<file path="src/rtl/fu_issue_scheduler_if.sv">
// Issue scheduler bundle: RS requests and control in, grants, free pulses and busy out.
// The master side is the reservation station; the slave side is the scheduler.
interface fu_issue_scheduler_if #(
  parameter int NUM_ALU    = 3,
  parameter int NUM_MULT   = 2,
  parameter int NUM_LOAD   = 1,
  parameter int NUM_STORE  = 1,
  parameter int NUM_BRANCH = 1,
  parameter int IDXW       = 2
);
  logic                  stall;
  logic                  squash;
  logic [NUM_ALU-1:0]    alu_req;
  logic [NUM_MULT-1:0]   mult_req;
  logic [NUM_LOAD-1:0]   load_req;
  logic [NUM_STORE-1:0]  store_req;
  logic [NUM_BRANCH-1:0] branch_req;
  logic                  grant_valid;
  logic [2:0]            grant_class;
  logic [IDXW-1:0]       grant_index;
  logic [NUM_ALU-1:0]    free_alu;
  logic [NUM_MULT-1:0]   free_mult;
  logic [NUM_LOAD-1:0]   free_load;
  logic [NUM_STORE-1:0]  free_store;
  logic [NUM_BRANCH-1:0] free_branch;
  logic [NUM_ALU-1:0]    fu_busy_alu;
  logic [NUM_MULT-1:0]   fu_busy_mult;

  modport master (
    output stall, squash, alu_req, mult_req,
    output load_req, store_req, branch_req,
    input  grant_valid, grant_class, grant_index,
    input  free_alu, free_mult, free_load,
    input  free_store, free_branch,
    input  fu_busy_alu, fu_busy_mult
  );

  modport slave (
    input  stall, squash, alu_req, mult_req,
    input  load_req, store_req, branch_req,
    output grant_valid, grant_class, grant_index,
    output free_alu, free_mult, free_load,
    output free_store, free_branch,
    output fu_busy_alu, fu_busy_mult
  );
endinterface

</file>
<file path="src/rtl/fu_issue_scheduler.sv">
// Issue scheduler: one grant per cycle, round-robin across five unit classes,
// per-unit occupancy tracking with completion free pulses.
module fu_issue_scheduler #(
  parameter int NUM_ALU    = 3,
  parameter int NUM_MULT   = 2,
  parameter int NUM_LOAD   = 1,
  parameter int NUM_STORE  = 1,
  parameter int NUM_BRANCH = 1,
  parameter int MULT_LAT   = 4,
  parameter int LOAD_LAT   = 2,
  parameter int IDXW       = 2
) (
  input logic clock,
  input logic reset,
  fu_issue_scheduler_if.slave bus
);
  localparam int MAXLAT = (MULT_LAT > LOAD_LAT) ? MULT_LAT : LOAD_LAT;
  localparam int CW = $clog2(MAXLAT + 1);
  localparam logic [2:0] C_ALU = 3'd0;
  localparam logic [2:0] C_MULT = 3'd1;
  localparam logic [2:0] C_LOAD = 3'd2;
  localparam logic [2:0] C_STORE = 3'd3;
  localparam logic [2:0] C_BRANCH = 3'd4;
  localparam logic [CW-1:0] ONE = CW'(1);

  logic [NUM_ALU-1:0]    busy_alu, free_alu;
  logic [NUM_MULT-1:0]   busy_mult, free_mult;
  logic [NUM_LOAD-1:0]   busy_load, free_load;
  logic [NUM_STORE-1:0]  busy_store, free_store;
  logic [NUM_BRANCH-1:0] busy_branch, free_branch;
  logic [NUM_ALU-1:0]    elig_alu, take_alu;
  logic [NUM_MULT-1:0]   elig_mult, take_mult;
  logic [NUM_LOAD-1:0]   elig_load, take_load;
  logic [NUM_STORE-1:0]  elig_store, take_store;
  logic [NUM_BRANCH-1:0] elig_branch, take_branch;
  logic [CW-1:0]         cnt_mult [NUM_MULT];
  logic [CW-1:0]         cnt_load [NUM_LOAD];

  logic            gv;
  logic [2:0]      gc;
  logic [IDXW-1:0] gi;
  logic [2:0]      rr;
  logic [7:0]      any;
  logic            found, go;
  logic [2:0]      win, scan;
  logic [IDXW-1:0] widx;

  function automatic logic [IDXW-1:0] lowest(input logic [31:0] v);
    logic [IDXW-1:0] r;
    r = '0;
    for (int i = 31; i >= 0; i--)
      if (v[i]) r = IDXW'(i);
    return r;
  endfunction

  function automatic logic [31:0] onehot(
    input logic en, input logic [IDXW-1:0] i);
    return en ? (32'd1 << i) : 32'd0;
  endfunction

  function automatic logic [2:0] wrap(
    input logic [2:0] p, input int k);
    int s;
    s = int'(p) + k;
    if (s >= 5) s = s - 5;
    return 3'(s);
  endfunction

  // The previous-edge grant mask covers the lag before the RS clears its req.
  always_comb begin
    elig_alu = bus.alu_req & ~busy_alu
      & ~NUM_ALU'(onehot(gv && gc == C_ALU, gi));
    elig_mult = bus.mult_req & ~busy_mult
      & ~NUM_MULT'(onehot(gv && gc == C_MULT, gi));
    elig_load = bus.load_req & ~busy_load
      & ~NUM_LOAD'(onehot(gv && gc == C_LOAD, gi));
    elig_store = bus.store_req & ~busy_store
      & ~NUM_STORE'(onehot(gv && gc == C_STORE, gi));
    elig_branch = bus.branch_req & ~busy_branch
      & ~NUM_BRANCH'(onehot(gv && gc == C_BRANCH, gi));
  end

  always_comb begin
    any = {3'b000, |elig_branch, |elig_store,
           |elig_load, |elig_mult, |elig_alu};
    found = 1'b0;
    win = C_ALU;
    scan = C_ALU;
    for (int k = 0; k < 5; k++) begin
      scan = wrap(rr, k);
      if (!found && any[scan]) begin
        found = 1'b1;
        win = scan;
      end
    end
  end

  always_comb begin
    case (win)
      C_ALU:    widx = lowest(32'(elig_alu));
      C_MULT:   widx = lowest(32'(elig_mult));
      C_LOAD:   widx = lowest(32'(elig_load));
      C_STORE:  widx = lowest(32'(elig_store));
      C_BRANCH: widx = lowest(32'(elig_branch));
      default:  widx = '0;
    endcase
    go = found && !bus.stall && !bus.squash;
    take_alu = NUM_ALU'(onehot(go && win == C_ALU, widx));
    take_mult = NUM_MULT'(onehot(go && win == C_MULT, widx));
    take_load = NUM_LOAD'(onehot(go && win == C_LOAD, widx));
    take_store = NUM_STORE'(onehot(go && win == C_STORE, widx));
    take_branch = NUM_BRANCH'(onehot(go && win == C_BRANCH, widx));
  end

  always_ff @(posedge clock or negedge reset) begin
    if (!reset) begin
      gv <= 1'b0;
      gc <= '0;
      gi <= '0;
      rr <= C_ALU;
      busy_alu <= '0;
      busy_mult <= '0;
      busy_load <= '0;
      busy_store <= '0;
      busy_branch <= '0;
      free_alu <= '0;
      free_mult <= '0;
      free_load <= '0;
      free_store <= '0;
      free_branch <= '0;
      for (int i = 0; i < NUM_MULT; i++) cnt_mult[i] <= '0;
      for (int i = 0; i < NUM_LOAD; i++) cnt_load[i] <= '0;
    end else begin
      // Single-cycle units always complete at the edge after their grant.
      free_alu <= busy_alu;
      free_store <= busy_store;
      free_branch <= busy_branch;
      busy_alu <= take_alu;
      busy_store <= take_store;
      busy_branch <= take_branch;
      for (int i = 0; i < NUM_MULT; i++) begin
        if (bus.squash) begin
          free_mult[i] <= busy_mult[i];
          busy_mult[i] <= 1'b0;
          cnt_mult[i] <= '0;
        end else if (take_mult[i]) begin
          free_mult[i] <= 1'b0;
          busy_mult[i] <= 1'b1;
          cnt_mult[i] <= CW'(MULT_LAT);
        end else begin
          free_mult[i] <= busy_mult[i] && cnt_mult[i] == ONE;
          if (busy_mult[i]) begin
            cnt_mult[i] <= cnt_mult[i] - ONE;
            if (cnt_mult[i] == ONE) busy_mult[i] <= 1'b0;
          end
        end
      end
      for (int i = 0; i < NUM_LOAD; i++) begin
        if (bus.squash) begin
          free_load[i] <= busy_load[i];
          busy_load[i] <= 1'b0;
          cnt_load[i] <= '0;
        end else if (take_load[i]) begin
          free_load[i] <= 1'b0;
          busy_load[i] <= 1'b1;
          cnt_load[i] <= CW'(LOAD_LAT);
        end else begin
          free_load[i] <= busy_load[i] && cnt_load[i] == ONE;
          if (busy_load[i]) begin
            cnt_load[i] <= cnt_load[i] - ONE;
            if (cnt_load[i] == ONE) busy_load[i] <= 1'b0;
          end
        end
      end
      gv <= go;
      gc <= go ? win : C_ALU;
      gi <= go ? widx : '0;
      if (bus.squash)
        rr <= C_ALU;
      else if (go)
        rr <= (win == C_BRANCH) ? C_ALU : win + 3'd1;
    end
  end

  assign bus.grant_valid = gv;
  assign bus.grant_class = gc;
  assign bus.grant_index = gi;
  assign bus.free_alu = free_alu;
  assign bus.free_mult = free_mult;
  assign bus.free_load = free_load;
  assign bus.free_store = free_store;
  assign bus.free_branch = free_branch;
  assign bus.fu_busy_alu = busy_alu;
  assign bus.fu_busy_mult = busy_mult;
endmodule

</file>
<file path="src/flat_wrapper.sv">
// flat-port wrapper written by rule: the top's interface ports become plain ports
module fu_issue_scheduler_flat 
#(
  parameter int NUM_ALU    = 3,
  parameter int NUM_MULT   = 2,
  parameter int NUM_LOAD   = 1,
  parameter int NUM_STORE  = 1,
  parameter int NUM_BRANCH = 1,
  parameter int MULT_LAT   = 4,
  parameter int LOAD_LAT   = 2,
  parameter int IDXW       = 2
)
  (clock, reset, bus_stall, bus_squash, bus_alu_req, bus_mult_req, bus_load_req, bus_store_req, bus_branch_req, bus_grant_valid, bus_grant_class, bus_grant_index, bus_free_alu, bus_free_mult, bus_free_load, bus_free_store, bus_free_branch, bus_fu_busy_alu, bus_fu_busy_mult);
  fu_issue_scheduler_if #(.NUM_ALU(NUM_ALU), .NUM_MULT(NUM_MULT), .NUM_LOAD(NUM_LOAD), .NUM_STORE(NUM_STORE), .NUM_BRANCH(NUM_BRANCH), .IDXW(IDXW)) bus_i ();
  input logic clock;
  input logic reset;
  input wire logic [$bits(bus_i.stall)-1:0] bus_stall;
  input wire logic [$bits(bus_i.squash)-1:0] bus_squash;
  input wire logic [$bits(bus_i.alu_req)-1:0] bus_alu_req;
  input wire logic [$bits(bus_i.mult_req)-1:0] bus_mult_req;
  input wire logic [$bits(bus_i.load_req)-1:0] bus_load_req;
  input wire logic [$bits(bus_i.store_req)-1:0] bus_store_req;
  input wire logic [$bits(bus_i.branch_req)-1:0] bus_branch_req;
  output wire logic [$bits(bus_i.grant_valid)-1:0] bus_grant_valid;
  output wire logic [$bits(bus_i.grant_class)-1:0] bus_grant_class;
  output wire logic [$bits(bus_i.grant_index)-1:0] bus_grant_index;
  output wire logic [$bits(bus_i.free_alu)-1:0] bus_free_alu;
  output wire logic [$bits(bus_i.free_mult)-1:0] bus_free_mult;
  output wire logic [$bits(bus_i.free_load)-1:0] bus_free_load;
  output wire logic [$bits(bus_i.free_store)-1:0] bus_free_store;
  output wire logic [$bits(bus_i.free_branch)-1:0] bus_free_branch;
  output wire logic [$bits(bus_i.fu_busy_alu)-1:0] bus_fu_busy_alu;
  output wire logic [$bits(bus_i.fu_busy_mult)-1:0] bus_fu_busy_mult;
  assign bus_i.stall = bus_stall;
  assign bus_i.squash = bus_squash;
  assign bus_i.alu_req = bus_alu_req;
  assign bus_i.mult_req = bus_mult_req;
  assign bus_i.load_req = bus_load_req;
  assign bus_i.store_req = bus_store_req;
  assign bus_i.branch_req = bus_branch_req;
  assign bus_grant_valid = bus_i.grant_valid;
  assign bus_grant_class = bus_i.grant_class;
  assign bus_grant_index = bus_i.grant_index;
  assign bus_free_alu = bus_i.free_alu;
  assign bus_free_mult = bus_i.free_mult;
  assign bus_free_load = bus_i.free_load;
  assign bus_free_store = bus_i.free_store;
  assign bus_free_branch = bus_i.free_branch;
  assign bus_fu_busy_alu = bus_i.fu_busy_alu;
  assign bus_fu_busy_mult = bus_i.fu_busy_mult;
  fu_issue_scheduler #(.NUM_ALU(NUM_ALU), .NUM_MULT(NUM_MULT), .NUM_LOAD(NUM_LOAD), .NUM_STORE(NUM_STORE), .NUM_BRANCH(NUM_BRANCH), .MULT_LAT(MULT_LAT), .LOAD_LAT(LOAD_LAT), .IDXW(IDXW)) u_core (.clock(clock), .reset(reset), .bus(bus_i));
endmodule
</file>
<file path="config.mk">
export PLATFORM = sky130hd
export DESIGN_NAME = fu_issue_scheduler_flat
export DESIGN_NICKNAME = d
export VERILOG_FILES = /design/src/rtl/fu_issue_scheduler_if.sv /design/src/rtl/fu_issue_scheduler.sv /design/src/flat_wrapper.sv
export SDC_FILE = /design/constraint.sdc
export NUM_CORES = 1
export LEC_CHECK = 0
export CAP_MARGIN = 10
export CORE_MARGIN = 8
export CORE_UTILIZATION = 60
export DETAILED_ROUTE_END_ITERATION = 12
export DONT_BUFFER_PORTS = 1
export MAX_ROUTING_LAYER = met4
export PLACE_DENSITY = 0.79
export RECOVER_POWER = 25
export SYNTH_ARGS = -nofsm -noshare
export SYNTH_HDL_FRONTEND = slang
export SYNTH_SLANG_ARGS = --single-unit
</file>
<file path="constraint.sdc">
create_clock -name clock -period 4.95 [get_ports clock]
set_input_delay 1.485 -clock clock [delete_from_list [all_inputs] [get_ports clock]]
set_output_delay 1.485 -clock clock [all_outputs]
set_load 0.01 [all_outputs]
</file>
After elaboration in Yosys (flattened, before gate mapping)
Index checks and enable logic that the tools add are counted.
- word-level logic and storage cells: 179
- register bits after elaboration: 34
- output and inout bits: 19
- bitwise gates (word level): 20
- mux-type cells: 73
- $lt $le $gt $ge: 10
- add/subtract/negate cells: 13
- eq/ne operators: 11
- reduce and logical (&&, ||, !) cells: 33
- shift-type cells: 2
- operators by type and width (cell ; count):
    two-way mux 3 bit ; 25
    two-way mux 1 bit ; 36
    < comparator 3 x 4 -> 1 bit, second input constant ; 5
    logical AND 1 bit ; 19
    >= comparator 4 x 3 -> 1 bit, second input constant ; 4
    binary-select mux 1 bit (select 3 bit) ; 5
    equality test 3 x 1 -> 1 bit, second input constant ; 5
    subtractor 3 bit, second input constant ; 5
    equality test 3 x 2 -> 1 bit, second input constant ; 4
    two-way mux 2 bit ; 6
    nonzero test 3 bit ; 3
    subtractor 3 x 1 -> 3 bit, second input constant ; 3
    adder 3 x 2 -> 4 bit, second input constant ; 2
    AND 1 bit ; 6
    AND 3 bit ; 2
    equality test 3 bit, second input constant ; 2
    logical NOT 1 bit ; 6
    logical NOT 3 bit ; 2
    NOT 1 bit ; 6
    NOT 3 bit ; 2
    << shifter 1 x 2 -> 3 bit, first input constant ; 2
    adder 3 x 1 -> 4 bit, second input constant ; 1
    adder 3 x 3 -> 4 bit, second input constant ; 1
    AND 2 bit ; 2
    other kinds (7) ; 8

Depth between registers and ports, before layout
Gate-level depths: netlist of the first run.
- depth after elaboration: 27
- gate-level depth with buffers: 17

Worst setup path after synthesis of the first run
Ideal clock, no wire load.
- path type: input-to-reg
- from: input port bus_store_req
- to: register u_core.busy_mult[0] (netlist: u_core.bus.fu_busy_mult[0])
- data arrival time: 3.754 ns
- path slack: 1.075 ns
- required time: 4.829 ns
- cell stages on the path: 12
- cells stage by stage: inv_1 -> a311oi_4 -> nor3b_1 -> o21ai_1 -> a311oi_1 -> o21ai_1 -> a32o_1 -> buf_2 -> ha_1 -> o2111a_1 -> buf_6 -> a22o_1
- word-level cells in the longest chain between the ends: 23
- RTL lines (item ; line ; RTL):
    start: declaration ; flat_wrapper.sv:22 ; input wire logic [$bits(bus_i.store_req)-1:0] bus_store_req;
    AND 1 bit (*) ; fu_issue_scheduler.sv:77 ; elig_store = bus.store_req & ~busy_store
    AND 1 bit (*) ; fu_issue_scheduler.sv:78 ; & ~NUM_STORE'(onehot(gv && gc == C_STORE, gi));
    binary-select mux 1 bit (select 3 bit) ; fu_issue_scheduler.sv:91 ; if (!found && any[scan]) begin
    two-way mux 1 bit (not written as such) ; fu_issue_scheduler.sv:91 ;
    two-way mux 1 bit ; fu_issue_scheduler.sv:91 ;
    logical NOT 1 bit ; fu_issue_scheduler.sv:91 ;
    logical AND 1 bit ; fu_issue_scheduler.sv:91 ;
    two-way mux 1 bit ; fu_issue_scheduler.sv:91 ;
    (+7 left out) ; -- ;
    logical AND 1 bit ; fu_issue_scheduler.sv:91 ;
    two-way mux 3 bit or two-way mux 1 bit (tied branches) ; fu_issue_scheduler.sv:91 ;
    equality test 3 x 1 -> 1 bit (tied with other cells) ; fu_issue_scheduler.sv:99, fu_issue_scheduler.sv:109 ;
    one-hot mux 2 bit (2 select lines) or logical AND 1 bit (tied branches) ; fu_issue_scheduler.sv:99, fu_issue_scheduler.sv:107 ;
    << shifter 1 x 2 -> 3 bit or logical AND 1 bit (tied branches) ; -- ;
    two-way mux 2 bit (*) ; fu_issue_scheduler.sv:58 ; return en ? (32'd1 << i) : 32'd0;
    two-way mux 1 bit (*) ; fu_issue_scheduler.sv:146 ; end else if (take_mult[i]) begin
    two-way mux 1 bit (*) ; fu_issue_scheduler.sv:142 ; if (bus.squash) begin
    end signal: indexed assignment ; fu_issue_scheduler.sv:144 ; busy_mult[i] <= 1'b0;
    end signal: indexed assignment ; fu_issue_scheduler.sv:148 ; busy_mult[i] <= 1'b1;
    end signal: indexed assignment ; fu_issue_scheduler.sv:154 ; if (cnt_mult[i] == ONE) busy_mult[i] <= 1'b0;
    end: declaration ; fu_issue_scheduler.sv:27 ; logic [NUM_MULT-1:0] busy_mult, free_mult;
Every way passes the cells marked *; elsewhere a longest branch is shown, timed or not. The select of a mux whose other input is x is not followed.
A chain may end at the register's enable or synchronous reset.

Final worst setup path of the first run
- from: register u_core.rr[2]
- to: register u_core.busy_mult[1] (netlist: u_core.bus.fu_busy_mult[1])
- word-level cells in the longest chain between the ends: 23
- RTL lines (item ; line ; RTL):
    start: declaration ; fu_issue_scheduler.sv:42 ; logic [2:0] rr;
    start signal: assignment ; fu_issue_scheduler.sv:181 ; rr <= (win == C_BRANCH) ? C_ALU : win + 3'd1;
    branches (longest 20 deep; another with adder 3 x 1 -> 4 bit) ; -- ;
    two-way mux 2 bit (*) ; fu_issue_scheduler.sv:58 ;
    two-way mux 1 bit (*) ; fu_issue_scheduler.sv:146 ;
    two-way mux 1 bit (*) ; fu_issue_scheduler.sv:142 ;
Every way passes the cells marked *. The select of a mux whose other input is x is not followed.

==> impl_metrics.xml, run 1 <==
<?xml version="1.0" encoding="UTF-8"?>
<metrics>
  <group name="outcome">
    <metric name="status" unit="">finished, final reports clean</metric>
  </group>
  <group name="route">
    <metric name="post_drt_wl_per_cell" unit="um">18.40</metric>
    <metric name="drc" unit="">0</metric>
    <metric name="firstDrtPassIters" unit="">5</metric>
    <metric name="route.antenna.remaining_nets" unit="">0</metric>
    <metric name="first_iter_violations" unit="">244</metric>
    <metric name="num_vias" unit="">2672</metric>
    <metric name="avgViaCountPerCell" unit="">6.747</metric>
    <metric name="total_wire_length" unit="mm">7.286</metric>
  </group>
  <group name="sta">
    <metric name="setup-violations-final" unit="">0</metric>
    <metric name="final-max-slew-violation-count" unit="">0</metric>
    <metric name="final.setup_skew" unit="ns">0.003772</metric>
    <metric name="setup_total_negative_slack" unit="ns">0</metric>
    <metric name="min_period" unit="ns">4.323</metric>
    <metric name="slew_headroom" unit="">0.5828</metric>
    <metric name="final.setup.worst_slack" unit="ns">0.6270</metric>
    <metric name="worst_pin_slew" unit="ns">0.6215</metric>
    <metric name="grt_setup_unrepaired" unit="">no</metric>
    <metric name="endpoints_failing_hold" unit="">0</metric>
    <metric name="upper_clock_frequency_limit" unit="GHz">0.2313</metric>
    <metric name="period_share" unit="">0.8733</metric>
  </group>
  <group name="cts">
    <metric name="postCtsHoldBufs" unit="">0</metric>
    <metric name="post_cts_resize_count" unit="">0</metric>
    <metric name="cts_setup_buffers" unit="">0</metric>
    <metric name="cts_tree" unit="">yes</metric>
    <metric name="cts.clk_slew.worst_paths" unit="ns">0.07</metric>
    <metric name="clkSinkCount" unit="">34</metric>
    <metric name="worstSkewPairLatency" unit="ns">0.29</metric>
    <metric name="ctsLongestPathBuffers" unit="">2</metric>
    <metric name="cts_root_buffer" unit="">clkbuf_8</metric>
    <metric name="cts_inserted_buffers" unit="">5</metric>
    <metric name="htree_levels" unit="">2</metric>
  </group>
  <group name="synth">
    <metric name="postSynthAreaPerCell" unit="sq um">9.030</metric>
    <metric name="ys_warn_count" unit="">0</metric>
    <metric name="syn_area" unit="sq um">2998</metric>
    <metric name="synth_edf_count" unit="">0</metric>
    <metric name="count_of_state_elements_after_synthesis" unit="">34</metric>
    <metric name="netlist-cell-type-count" unit="">84</metric>
    <metric name="ys_async_sr_fraction" unit="">1.000</metric>
    <metric name="synth_nets" unit="">361</metric>
    <metric name="seq_area_frac_synth" unit="">0.2838</metric>
    <metric name="synthesis.instances" unit="">332</metric>
    <metric name="dominantRegCellSynth" unit="">dfrtp_1</metric>
  </group>
  <group name="floorplan">
    <metric name="die_y" unit="um">86.69</metric>
    <metric name="design.core.area" unit="sq um">4786</metric>
    <metric name="top_level_ports" unit="">31</metric>
    <metric name="dieWidth" unit="um">86.69</metric>
    <metric name="start_util" unit="">0.6264</metric>
    <metric name="fp.dieArea" unit="sq um">7514</metric>
    <metric name="num_rows" unit="">25</metric>
  </group>
  <group name="worst_setup_path">
    <metric name="critPathTopFamily" unit="">compound AO/OA/AOI/OAI gates</metric>
    <metric name="maximum_fanout_along_the_worst_path" unit="">16</metric>
    <metric name="critical_path_required" unit="ns">5.18</metric>
    <metric name="critical_path.most_common_cell" unit="">ha_1</metric>
    <metric name="timing.critical_path.arrival" unit="ns">4.55</metric>
    <metric name="total_buffers_and_inverters_traversed_by_the_critical_path" unit="">1</metric>
    <metric name="cells_along_the_critical_path" unit="">inv_1 -&gt; ha_1 -&gt; nand2_1 -&gt; o22ai_1 -&gt; xnor2_1 -&gt; mux2i_1 -&gt; nor4bb_1 -&gt; nand4b_1 -&gt; a32o_1 -&gt; ha_1 -&gt; o2111a_1 -&gt; a22o_1</metric>
    <metric name="timing.critical_path.slowest_cell_delay" unit="ns">0.67</metric>
    <metric name="critical_path.slowest_cell" unit="">dfrtp_1</metric>
    <metric name="start_kind" unit="">flip-flop</metric>
    <metric name="crit_path_class" unit="">flip-flop to flip-flop</metric>
    <metric name="worst_setup_path_end_kind" unit="">flip-flop</metric>
  </group>
  <group name="layout">
    <metric name="num-fill-cells" unit="">410</metric>
    <metric name="multiInputGateArea" unit="sq um">1964</metric>
    <metric name="regArea" unit="sq um">850.8</metric>
    <metric name="layout_commonest_cell" unit="">dfrtp_1</metric>
    <metric name="antenna_cells_inserted" unit="">0</metric>
    <metric name="final_nets" unit="">357</metric>
    <metric name="syn2layout_area_growth" unit="%">3.882</metric>
    <metric name="most-common-layout-cells" unit="">dfrtp_1 (34), nor2_1 (27), inv_1 (25)</metric>
    <metric name="drive_gt1_frac" unit="">0.1611</metric>
    <metric name="final_core_utilization" unit="">0.6507</metric>
  </group>
  <group name="global_route">
    <metric name="overflow" unit="">0</metric>
    <metric name="global_route_wire_length_before_repair" unit="mm">12.20</metric>
    <metric name="initial_antenna_violation_count" unit="">0</metric>
    <metric name="grt_pass1_vias" unit="">2449</metric>
    <metric name="track_usage" unit="">0.2052</metric>
    <metric name="grt_start_max_net_pins" unit="">35</metric>
  </group>
  <group name="job">
    <metric name="cap_viol_max_count" unit="">0</metric>
  </group>
  <group name="placement">
    <metric name="placer_congestion" unit="">0.9448</metric>
    <metric name="dp_hpwl" unit="mm">5.587</metric>
    <metric name="worst_setup_slack_after_placement" unit="ns">0.6285</metric>
    <metric name="port_buffers" unit="">0</metric>
  </group>
  <group name="power">
    <metric name="power.density" unit="nW/um^2">775.2</metric>
    <metric name="power.leakage" unit="nW">1.237</metric>
    <metric name="highest_ir_drop_seen_on_vdd" unit="mV">0.3323</metric>
  </group>
  <group name="hold_path">
    <metric name="worst_hold_path_type" unit="">flip-flop to flip-flop</metric>
  </group>
</metrics>
worst reg2reg max path: stages (launching register included):
cell	delay, ns
dfrtp_1	0.67
inv_1	0.13
ha_1	0.59
nand2_1	0.10
o22ai_1	0.25
xnor2_1	0.30
mux2i_1	0.23
nor4bb_1	0.41
nand4b_1	0.17
a32o_1	0.37
ha_1	0.32
o2111a_1	0.50
a22o_1	0.22
area by class of cell:
class / instances / share of cell area
clock inverters: 2 / 0.004018
repair buffers: 2 / 0.004821
well taps: 67 / 0.02692
flip-flops and latches: 34 / 0.2732
multi-input cells: 257 / 0.6308
clock buffers: 6 / 0.02652
inverters: 28 / 0.03375
worst paths after layout:
path | slack [ns] | cells past startpoint | endpoint | start
worst max-delay path | 0.63 | 12 | u_core.bus.fu_busy_mult[1]$_DFF_PN0_ | u_core.rr[2]$_DFFE_PN0P_
worst min-delay path | 0.40 | 0 | u_core.bus.free_branch$_DFF_PN0_ | u_core.busy_branch$_DFF_PN0_
worst max register to register | 0.63 | 12 | u_core.bus.fu_busy_mult[1]$_DFF_PN0_ | u_core.rr[2]$_DFFE_PN0P_
worst min register to register | 0.40 | 0 | u_core.bus.free_branch$_DFF_PN0_ | u_core.busy_branch$_DFF_PN0_
max in group asynchronous | 3.98 | 0 | u_core.rr[0]$_DFFE_PN0P_ | reset
min in group asynchronous | 0.88 | 0 | u_core.bus.free_branch$_DFF_PN0_ | reset
kinds of logic (layout without fill, tap and decap cells):
kind of cell	Yosys count	count (layout)	synth area share
muxes	3	3	0.01002
adders and majority gates	17	17	0.07346
and+or+nand+nor	117	117	0.2341
DFF	34	34	0.2838
AOI/OAI and AO/OA	111	111	0.3114
xor gates and xnor gates	9	9	0.02630
buffers and inverters	41	38	0.06093
sequential cells by signal (all words and copies together), names as in the netlist:
| signal | count |
|---|---|
| u_core.bus.free_alu | 3 |
| u_core.bus.free_branch | 1 |
| u_core.bus.free_load | 1 |
| u_core.bus.free_mult | 2 |
| u_core.bus.free_store | 1 |
| u_core.bus.fu_busy_alu | 3 |
| u_core.bus.fu_busy_mult | 2 |
| u_core.bus.grant_class | 3 |
| u_core.bus.grant_index | 2 |
| u_core.bus.grant_valid | 1 |
| u_core.busy_branch | 1 |
| u_core.busy_load | 1 |
| u_core.busy_store | 1 |
| u_core.cnt_load | 3 |
| u_core.cnt_mult | 6 |
| u_core.rr | 3 |
synth_stat cells (4+ instances only):
master     number  share of area
o211ai_1        6          0.015
and2_1          4         0.0083
o21ai_0         6          0.010
dfrtp_1        34           0.28
nor2_1         27          0.034
o21ai_1         5         0.0083
nor2b_1         5          0.010
nor4_1          4         0.0083
nor3b_1         4          0.010
xnor2_1         9          0.026
nand2_1        22          0.028
nor3_1          4         0.0067
buf_2           5         0.0083
a21oi_2         5          0.015
a21oi_1        15          0.025
a31oi_1         5          0.010
o2111ai_1       4          0.012
a211oi_2        7          0.029
clkbuf_1        4         0.0050
ha_1           16          0.067
nand3_1         5         0.0083
nand2b_1       13          0.027
o21a_1          7          0.018
inv_1          25          0.031
stage by stage:
| stage | total power [mW] | area, sq um | std cells | hold WS (ns) |
|---|---|---|---|---|
| 2_1_floorplan | 1.874 | 2998 | 332 | 0.3540 |
| 3_3_place_gp | 2.117 | 3019 | 388 | 0.3782 |
| 3_5_place_dp | 2.161 | 3019 | 388 | 0.3781 |
| 4_1_cts | 2.381 | 3114 | 396 | 0.3935 |
| 5_1_grt | 2.607 | 3114 | 396 | 0.4061 |
| 6_report | 2.414 | 3114 | 396 | 0.3953 |
report_power, final:
group	total, mW	internal [mW]	switching, mW
registers	0.465	0.357	0.108
logic	1.73	0.668	1.06
clock network	0.217	0.112	0.105
total	2.41	1.14	1.28
per-layer routing:
| metal | wire, um | GRT usage |
|---|---|---|
| met2 | 3339 | 0.3090 |
| met3 | 650 | 0.05198 |
| met1 | 3191 | 0.2665 |
| met4 | 104 | 0.05477 |
| met5 | 0 | - |
No activity file was read; power rests on OpenSTA's default activity.
==> run 2: changes to the inputs <==
CTS_CLUSTER_SIZE = 8   (was default)
==> results of run 2 <==
No change in the layout: final DEF, timing and power equal those of run 1.
